File: src/rtl/md5_msg_sched_if.sv
// Bundle of the byte-input, compression-core and digest-output signals of md5_msg_sched.
// master = scheduler side, slave = producer/core/consumer side.
interface md5_msg_sched_if;
    // Byte handshake: a byte moves on a rising clk edge where in_valid && in_ready.
    // The producer holds in_data/in_last stable while in_valid=1 and in_ready=0.
    logic         in_valid;
    logic [7:0]   in_data;
    logic         in_last;
    logic         in_ready;

    logic         core_start;
    logic [511:0] core_block;
    logic [31:0]  core_a;
    logic [31:0]  core_b;
    logic [31:0]  core_c;
    logic [31:0]  core_d;
    logic         core_done;
    logic [31:0]  core_ra;
    logic [31:0]  core_rb;
    logic [31:0]  core_rc;
    logic [31:0]  core_rd;

    logic [127:0] digest;
    logic         digest_valid;
    logic [7:0]   hex_data;
    logic         hex_wren;

    modport master (
        input  in_valid, in_data, in_last, core_done, core_ra, core_rb, core_rc, core_rd,
        output in_ready, core_start, core_block, core_a, core_b, core_c, core_d,
               digest, digest_valid, hex_data, hex_wren
    );

    modport slave (
        output in_valid, in_data, in_last, core_done, core_ra, core_rb, core_rc, core_rd,
        input  in_ready, core_start, core_block, core_a, core_b, core_c, core_d,
               digest, digest_valid, hex_data, hex_wren
    );
endinterface

File: src/rtl/md5_msg_sched.sv
// MD5 message scheduler: packs bytes into padded 512-bit blocks, sequences the core, accumulates A..D.
// Optional ASCII-hex digest stream enabled by defining MD5_HEXOUT_EN.
module md5_msg_sched #(
    parameter logic [31:0] IV_A = 32'h67452301,
    parameter logic [31:0] IV_B = 32'hEFCDAB89,
    parameter logic [31:0] IV_C = 32'h98BADCFE,
    parameter logic [31:0] IV_D = 32'h10325476
) (
    input  logic            clk,
    input  logic            reset,
    md5_msg_sched_if.master bus,
    output logic [2:0]      state_dbg
);
    typedef enum logic [2:0] {
        ST_FILL   = 3'd0,
        ST_ISSUE  = 3'd1,
        ST_WAIT   = 3'd2,
        ST_PADBLK = 3'd3,
        ST_FINAL  = 3'd4
`ifdef MD5_HEXOUT_EN
        , ST_HEX  = 3'd5
`endif
    } state_t;

    state_t        state, state_next;
    logic [5:0]    byte_cnt;
    logic [60:0]   msg_len;
    logic [31:0]   cha, chb, chc, chd;
    logic [511:0]  block;
    logic [127:0]  digest_r;
    logic          fin;
    logic          pad_pend;
    logic          pad80;
    logic          accept;
    logic          in_ready;
    logic          core_start;
    logic          digest_valid;
    logic [5:0]    slot_nxt;

    assign slot_nxt = byte_cnt + 6'd1;

    always_ff @(posedge clk or posedge reset) begin
        if (reset) state <= ST_FILL;
        else       state <= state_next;
    end

`ifdef MD5_HEXOUT_EN
    logic [5:0] hex_cnt;
    logic [3:0] hex_nib;
    logic [7:0] hex_char;

    // Standard MD5 text order is digest byte 0 first, high nibble before low nibble.
    always_comb begin
        hex_nib  = digest_r[{hex_cnt[4:1], ~hex_cnt[0], 2'b00} +: 4];
        hex_char = (hex_nib < 4'd10) ? (8'h30 + {4'h0, hex_nib}) : (8'h57 + {4'h0, hex_nib});
    end

    assign bus.hex_wren = (state == ST_HEX);
    assign bus.hex_data = (state != ST_HEX) ? 8'h00 : ((hex_cnt == 6'd32) ? 8'h0D : hex_char);
`else
    assign bus.hex_wren = 1'b0;
    assign bus.hex_data = 8'h00;
`endif

    always_comb begin
        state_next   = state;
        in_ready     = 1'b0;
        accept       = 1'b0;
        core_start   = 1'b0;
        digest_valid = 1'b0;
        case (state)
            ST_FILL: begin
                in_ready = 1'b1;
                accept   = bus.in_valid;
                if (accept && (bus.in_last || byte_cnt == 6'd63)) state_next = ST_ISSUE;
            end
            ST_ISSUE: begin
                core_start = 1'b1;
                state_next = ST_WAIT;
            end
            ST_WAIT: begin
                if (bus.core_done) begin
                    if (fin)           state_next = ST_FINAL;
                    else if (pad_pend) state_next = ST_PADBLK;
                    else               state_next = ST_FILL;
                end
            end
            ST_PADBLK: state_next = ST_ISSUE;
            ST_FINAL: begin
                digest_valid = 1'b1;
`ifdef MD5_HEXOUT_EN
                state_next = ST_HEX;
`else
                state_next = ST_FILL;
`endif
            end
`ifdef MD5_HEXOUT_EN
            ST_HEX: if (hex_cnt == 6'd32) state_next = ST_FILL;
`endif
            default: state_next = ST_FILL;
        endcase
    end

    always_ff @(posedge clk or posedge reset) begin
        if (reset) begin
            byte_cnt <= 6'd0;
            msg_len  <= 61'd0;
            cha      <= IV_A;
            chb      <= IV_B;
            chc      <= IV_C;
            chd      <= IV_D;
            block    <= 512'd0;
            digest_r <= 128'd0;
            fin      <= 1'b0;
            pad_pend <= 1'b0;
            pad80    <= 1'b0;
`ifdef MD5_HEXOUT_EN
            hex_cnt  <= 6'd0;
`endif
        end else begin
            case (state)
                ST_FILL: begin
                    if (accept) begin
                        block[{byte_cnt, 3'b000} +: 8] <= bus.in_data;
                        byte_cnt <= byte_cnt + 6'd1;
                        msg_len  <= msg_len + 61'd1;
                        if (bus.in_last) begin
                            if (byte_cnt != 6'd63) block[{slot_nxt, 3'b000} +: 8] <= 8'h80;
                            // Length fits only if it does not collide with the 0x80 marker.
                            if (byte_cnt <= 6'd54) begin
                                block[511:448] <= {msg_len + 61'd1, 3'b000};
                                fin <= 1'b1;
                            end else begin
                                pad_pend <= 1'b1;
                                pad80    <= (byte_cnt == 6'd63);
                            end
                        end
                    end
                end
                ST_WAIT: begin
                    if (bus.core_done) begin
                        cha <= cha + bus.core_ra;
                        chb <= chb + bus.core_rb;
                        chc <= chc + bus.core_rc;
                        chd <= chd + bus.core_rd;
                        if (fin) begin
                            digest_r <= {chd + bus.core_rd, chc + bus.core_rc,
                                         chb + bus.core_rb, cha + bus.core_ra};
                        end else if (!pad_pend) begin
                            block    <= 512'd0;
                            byte_cnt <= 6'd0;
                        end
                    end
                end
                ST_PADBLK: begin
                    block    <= {{msg_len, 3'b000}, 440'd0, (pad80 ? 8'h80 : 8'h00)};
                    fin      <= 1'b1;
                    pad_pend <= 1'b0;
                end
                ST_FINAL: begin
                    cha      <= IV_A;
                    chb      <= IV_B;
                    chc      <= IV_C;
                    chd      <= IV_D;
                    msg_len  <= 61'd0;
                    byte_cnt <= 6'd0;
                    block    <= 512'd0;
                    fin      <= 1'b0;
                    pad80    <= 1'b0;
`ifdef MD5_HEXOUT_EN
                    hex_cnt  <= 6'd0;
`endif
                end
`ifdef MD5_HEXOUT_EN
                ST_HEX: hex_cnt <= hex_cnt + 6'd1;
`endif
                default: ;
            endcase
        end
    end

    assign bus.in_ready     = in_ready;
    assign bus.core_start   = core_start;
    assign bus.core_block   = block;
    assign bus.core_a       = cha;
    assign bus.core_b       = chb;
    assign bus.core_c       = chc;
    assign bus.core_d       = chd;
    assign bus.digest       = digest_r;
    assign bus.digest_valid = digest_valid;
    assign state_dbg        = state;
endmodule

File: src/flat_wrapper.sv
// flat-port wrapper written by rule: the top's interface ports become plain ports
module md5_msg_sched_flat 
#(
    parameter logic [31:0] IV_A = 32'h67452301,
    parameter logic [31:0] IV_B = 32'hEFCDAB89,
    parameter logic [31:0] IV_C = 32'h98BADCFE,
    parameter logic [31:0] IV_D = 32'h10325476
)
  (clk, reset, state_dbg, bus_in_valid, bus_in_data, bus_in_last, bus_core_done, bus_core_ra, bus_core_rb, bus_core_rc, bus_core_rd, bus_in_ready, bus_core_start, bus_core_block, bus_core_a, bus_core_b, bus_core_c, bus_core_d, bus_digest, bus_digest_valid, bus_hex_data, bus_hex_wren);
  md5_msg_sched_if bus_i ();
  input  logic clk;
  input  logic reset;
  output logic [2:0] state_dbg;
  input wire logic [$bits(bus_i.in_valid)-1:0] bus_in_valid;
  input wire logic [$bits(bus_i.in_data)-1:0] bus_in_data;
  input wire logic [$bits(bus_i.in_last)-1:0] bus_in_last;
  input wire logic [$bits(bus_i.core_done)-1:0] bus_core_done;
  input wire logic [$bits(bus_i.core_ra)-1:0] bus_core_ra;
  input wire logic [$bits(bus_i.core_rb)-1:0] bus_core_rb;
  input wire logic [$bits(bus_i.core_rc)-1:0] bus_core_rc;
  input wire logic [$bits(bus_i.core_rd)-1:0] bus_core_rd;
  output wire logic [$bits(bus_i.in_ready)-1:0] bus_in_ready;
  output wire logic [$bits(bus_i.core_start)-1:0] bus_core_start;
  output wire logic [$bits(bus_i.core_block)-1:0] bus_core_block;
  output wire logic [$bits(bus_i.core_a)-1:0] bus_core_a;
  output wire logic [$bits(bus_i.core_b)-1:0] bus_core_b;
  output wire logic [$bits(bus_i.core_c)-1:0] bus_core_c;
  output wire logic [$bits(bus_i.core_d)-1:0] bus_core_d;
  output wire logic [$bits(bus_i.digest)-1:0] bus_digest;
  output wire logic [$bits(bus_i.digest_valid)-1:0] bus_digest_valid;
  output wire logic [$bits(bus_i.hex_data)-1:0] bus_hex_data;
  output wire logic [$bits(bus_i.hex_wren)-1:0] bus_hex_wren;
  assign bus_i.in_valid = bus_in_valid;
  assign bus_i.in_data = bus_in_data;
  assign bus_i.in_last = bus_in_last;
  assign bus_i.core_done = bus_core_done;
  assign bus_i.core_ra = bus_core_ra;
  assign bus_i.core_rb = bus_core_rb;
  assign bus_i.core_rc = bus_core_rc;
  assign bus_i.core_rd = bus_core_rd;
  assign bus_in_ready = bus_i.in_ready;
  assign bus_core_start = bus_i.core_start;
  assign bus_core_block = bus_i.core_block;
  assign bus_core_a = bus_i.core_a;
  assign bus_core_b = bus_i.core_b;
  assign bus_core_c = bus_i.core_c;
  assign bus_core_d = bus_i.core_d;
  assign bus_digest = bus_i.digest;
  assign bus_digest_valid = bus_i.digest_valid;
  assign bus_hex_data = bus_i.hex_data;
  assign bus_hex_wren = bus_i.hex_wren;
  md5_msg_sched #(.IV_A(IV_A), .IV_B(IV_B), .IV_C(IV_C), .IV_D(IV_D)) u_core (.clk(clk), .reset(reset), .bus(bus_i), .state_dbg(state_dbg));
endmodule
File: config.mk
export PLATFORM = sky130hd
export DESIGN_NAME = md5_msg_sched_flat
export DESIGN_NICKNAME = d
export VERILOG_FILES = /design/src/rtl/md5_msg_sched_if.sv /design/src/rtl/md5_msg_sched.sv /design/src/flat_wrapper.sv
export SDC_FILE = /design/constraint.sdc
export NUM_CORES = 2
export LEC_CHECK = 0
export ABC_CLOCK_PERIOD_IN_PS = 51900
export CAP_MARGIN = 20
export CORE_AREA = 3 3 363 365
export CTS_BUF_LIST = sky130_fd_sc_hd__clkbuf_4 sky130_fd_sc_hd__clkbuf_8
export CTS_CLUSTER_SIZE = 10
export DETAILED_ROUTE_END_ITERATION = 8
export DIE_AREA = 0 0 366 368
export SLEW_MARGIN = 20
export SYNTH_ARGS = -nofsm -noshare
export SYNTH_HDL_FRONTEND = slang
export SYNTH_SLANG_ARGS = --single-unit
File: constraint.sdc
create_clock -name clk -period 51.9 [get_ports clk]
set_clock_uncertainty 0.05 [all_clocks]
set_input_delay 5.19 -clock clk [delete_from_list [all_inputs] [get_ports clk]]
set_output_delay 5.19 -clock clk [all_outputs]
set_load 0.02 [all_outputs]
# Yosys cells after proc, flatten, opt, wreduce, memory -nomap -nowiden
# Index checks and enable logic that the tools add are counted.
[classes]
addsub = 8
mul = 0
div = 0
order_cmp = 1
eq_ne = 14
n_shift = 4
mux = 47
bitwise = 0
reduce_logical = 18
[ops]
columns = ["operator", "n"]
rows = [
  ["$mux W512", 6],
  ["$pmux W512 S4", 1],
  ["$bwmux W512", 2],
  ["$shift A8 B11 Y512 const A", 2],
  ["$shiftx A8 B11 Y512", 1],
  ["$shiftx A8 B11 Y512 const A", 1],
  ["$pmux W32 S2", 4],
  ["$add A32 B32 Y32", 4],
  ["$mux W32", 4],
  ["$pmux W61 S2", 1],
  ["$mux W64", 1],
  ["$add A61 B1 Y61 const B", 1],
  ["$mux W61", 1],
  ["$mux W6", 4],
  ["$neg A9 Y11", 2],
  ["$pmux W6 S3", 1],
  ["$mux W1", 13],
  ["$pmux W3 S4", 1],
  ["$reduce_and A4 Y1", 3],
  ["$ne A2 B2 Y1 const B", 5],
  ["$reduce_and A5 Y1", 2],
  ["$mux W3", 3],
  ["$mux W8", 1],
  ["$add A6 B1 Y6 const B", 1],
  ["18 further kinds", 27],
]
[word_totals]
register_bits = 841
latchBits = 0
ram_bits = 0
rom_bits = 0
inputBits = 141
out_inout_bits = 783
word_cells = 104
n_memories = 0

# Longest topological paths before layout
[depth]
ltp_word = 9
mapped_depth = 14
depth_no_buf = 13

# Worst setup path before layout
# No wires, ideal clock.
[synth_timing]
path_type = "input-to-reg"
start = "input bus_core_rc[0]"
end = "register u_core.digest_r[94], in the netlist u_core.bus.digest[94]"
setup_ns = 0.125
arrival_ns = 7.681
t_required_ns = 51.725
path_slack_ns = 44.044
cell_stages = 13
n_path_buf = 0
cell_sequence = "ha_1 > inv_1 > fa_1 > nor2b_1 > o21ai_0 > a21oi_1 > o41ai_1 > a2111oi_0 > o21bai_1 > o211ai_1 > a31oi_1 > xnor2_1 > mux2_2"
[synth_via]
elab_chain_cells = 1
[synth_rtl]
columns = ["item", "line", "text"]
rows = [
  ["start: declaration", "flat_wrapper.sv:20", "input wire logic [$bits(bus_i.core_rc)-1:0] bus_core_rc;"],
  ["$add A32 B32 Y32", "md5_msg_sched.sv:147", "digest_r <= {chd + bus.core_rd, chc + bus.core_rc,"],
  ["end signal: assignment", "md5_msg_sched.sv:147", ""],
  ["end: declaration", "md5_msg_sched.sv:30", "logic [127:0] digest_r;"],
]
# Every way passes these cells.
# A chain may end at the register's enable or synchronous reset.

# Worst setup path in the final report
[layout_timing]
start = "register u_core.state[1], in the netlist u_core.state_dbg[1]"
end = "output bus_digest_valid"
[layout_via]
elab_chain_cells = 2
[layout_rtl]
columns = ["item", "line", "text"]
rows = [
  ["start: declaration", "md5_msg_sched.sv:25", "state_t state, state_next;"],
  ["start signal: assignment", "md5_msg_sched.sv:44", "else state <= state_next;"],
  ["$eq A3 B3 Y1", "md5_msg_sched.sv:71", "case (state)"],
  ["$mux W1", "md5_msg_sched.sv:71", ""],
  ["end: declaration", "flat_wrapper.sv:30", "output wire logic [$bits(bus_i.digest_valid)-1:0] bus_digest_valid;"],
]
# Every way passes these cells.

==> results.toml <==
[cells_and_area]
finalNonFillerCells = 7364
layout_common_cells = "906 x clkdlybuf4s50_1, 777 x dfrtp_1, 622 x nand2_1"
final_common_cell = "clkdlybuf4s50_1"
fillerInstances = 12600
nNetsFinal = 5759
area_growth_pct = 33.3
drive_above_1_share = 0.0896
regArea_um2 = 21100
multi_input_area_um2 = 20700

[detailed_routing]
ant_nets = 0
drt-initial-drc-count = 3891
drc = 0
dr.pass1.iters = 8
vias = 40700
routed_wirelength_um = 190000
post_drt_wl_per_cell_um = 25.7
vias_per_cell = 5.53

[critical_path]
worstReg2RegStart = "u_core.byte_cnt[0]"
crit_required_ps = 46660
crit_path_end_kind = "output port"
worst-setup-path-type = "flop to output port"
worst-path-max-fanout = 12
crit_path_end = "bus_digest_valid"
cp-start-kind = "flop"
r2r_end = "u_core.bus.core_block[501]"
reg2reg_slack_ps = 47270
reg2reg_depth = 12
crit_path_start = "u_core.state_dbg[1]"
critPathArrivalTime_ps = 3670

[logic_synthesis]
ys.flop_type = "dfrtp_1"
synthCells = 4612
ys_seq_area_frac = 0.491
ys_warn_count = 0
yosysUniqueCellTypes = 79
async_flop_share = 1.00
synthesis.area_um2 = 43100
postSynthAreaPerCell_um2 = 9.34
synth_edf_count = 0
ys_ff_latch = 841

[die]
rows = 132
core_area_um2 = 129000
die-height_um = 368
start_util = 0.333
io_pins = 924
die_area_um2 = 135000
chipWidth_um = 366

[global_route]
grt_max_degree = 147
antenna_found_initial = 23
grtUsageTotal = 0.272
grt_pass1_wl_um = 274000
grt_pass1_vias = 39500
grt.overflow.total = 0

[pwr]
switching_share = 0.442
ir_drop_mv = 0.0327
leakagePower_nw = 25.4
p_comb_frac = 0.471
power.density_nw_per_um2 = 52.5
p_int_w = 0.00168
p_clk_frac = 0.233
p_sw_w = 0.00133
power_frac_seq = 0.296

[clock_network]
cts_max_level = 4
cts_tree = "yes"
clk_pin_slew_ps = 50
clockBufferDepth = 3
cts.sinks = 841
hold_buffers = 0
clock_latency_ps = 890
cts-root-buf = "clkbuf_8"
post_cts_resized = 0
cts_buffers = 155
cts_setup_buffers = 0

[min_path]
hold_path_depth = 2
hold_path.class = "flop to flop"

[job]
maxCapViolCount = 0

[placed_design]
dp_hpwl_um = 140000
dp_cells = 7068
port_buffers = 914
gp_congestion = 0.922

[timing]
fin_setup_tns_ps = 0
tightestPinTransition_ps = 1130
period_share = 0.172
setup_viol = 0
fmax_mhz = 112
hold_slack_ps = 421
rsz0062_at_grt = "no"
min_period_ps = 8910
max_slew_margin = 0.236
hold_violations = 0
slew_viol_final = 0

[status]
status = "finished, final reports clean"
-- synth_stat cells (35+ instances only) --
| cell type | count | share of area |
|---|---|---|
| nor2_1 | 556 | 0.048 |
| a21oi_1 | 347 | 0.040 |
| a31oi_1 | 39 | 0.0057 |
| o21ai_0 | 296 | 0.034 |
| and3_1 | 35 | 0.0051 |
| nand3_1 | 113 | 0.013 |
| o22ai_1 | 36 | 0.0052 |
| dfrtp_1 | 777 | 0.45 |
| o22a_1 | 46 | 0.0094 |
| nand2_1 | 628 | 0.055 |
| a22o_1 | 255 | 0.052 |
| xnor2_1 | 105 | 0.021 |
| ha_1 | 131 | 0.038 |
| nor3_1 | 109 | 0.013 |
| clkbuf_1 | 222 | 0.019 |
| o31ai_1 | 58 | 0.010 |
| dfstp_2 | 64 | 0.039 |
| a21o_1 | 64 | 0.011 |
| inv_1 | 76 | 0.0066 |
| mux2i_1 | 92 | 0.021 |
-- power by group through the flow --
stage                     registers (W)  clock network [W]  logic, W
after detailed placement       0.000898                  0   0.00141
after global placement         0.000898                  0   0.00140
final                          0.000892           0.000703   0.00142
after floorplan                 0.00100                  0  0.000701
after CTS                      0.000892           0.000718   0.00141
after global routing           0.000907           0.000749   0.00152
-- worst min-delay path by stage --
stage / from / endpoint / slack, ps
after global placement: u_core.bus.digest[74] / u_core.bus.digest[74] / 410
final: u_core.bus.digest[119] / u_core.bus.digest[119] / 420
after global routing: u_core.bus.digest[111] / u_core.bus.digest[111] / 440
after CTS: u_core.bus.digest[119] / u_core.bus.digest[119] / 430
after floorplan: u_core.pad80 / u_core.pad80 / 420
after detailed placement: u_core.bus.digest[51] / u_core.bus.digest[51] / 410
-- logic make-up (layout without fill, tap and decap cells) --
logic type / Yosys count / in the layout / synth area share
AND/OR/NAND/NOR: 1626 / 1626 / 0.164
adder cells (fa/ha/maj): 135 / 135 / 0.0399
XOR/XNOR: 136 / 136 / 0.0277
AO/OA/AOI/OAI: 1402 / 1402 / 0.217
multiplexers: 121 / 121 / 0.0290
flip-flops: 841 / 841 / 0.491
buffers and inverters: 350 / 1332 / 0.0323
other: 1 / 29 / 0.0000871
-- layer usage --
layer / track usage / vias to the layer above / routed length [um]
met4: 0.110 / 12 / 7460
met3: 0.0904 / 324 / 18400
met1: 0.321 / 20100 / 72500
met5: 0 / - / 79
li1: - / 18400 / -
met2: 0.455 / 1900 / 91000
-- worst max-delay path: stages (launching register included) --
cell,delay [ps]
dfrtp_1,540
nor2_1,330
nand2_1,480
inv_1,760
clkdlybuf4s50_1,740
-- sequential cells by signal, summed over array words and instances (netlist names) --
register / count
u_core.bus.core_b: 32
u_core.bus.core_d: 32
u_core.bus.core_block: 512
u_core.byte_cnt: 6
u_core.bus.core_c: 32
u_core.pad_pend: 1
u_core.fin: 1
u_core.bus.digest: 128
u_core.pad80: 1
u_core.msg_len: 61
u_core.bus.core_a: 32
u_core.state_dbg: 3
-- cell type report --
| cell class | count | area share |
|---|---|---|
| Sequential cell | 841 | 0.368 |
| Multi-Input combinational cell | 3429 | 0.360 |
| Timing Repair Buffer | 980 | 0.168 |
| Clock buffer | 242 | 0.0535 |
| Tap cell | 1742 | 0.0380 |
| Clock inverter | 34 | 0.00602 |
| Inverter | 76 | 0.00515 |
| Antenna cell | 20 | 0.000872 |
-- per-stage QoR --
stage	utilization	instance area (um2)	total power [W]	setup slack, ps
global route	0.444	57400	0.00318	42690
global placement	0.417	53900	0.00230	42670
finish	0.444	57400	0.00302	42990
detailed placement	0.417	53900	0.00231	42690
CTS	0.444	57300	0.00303	42700
floorplan	-	43100	0.00170	23140
Power figures use the tool's default switching activity.
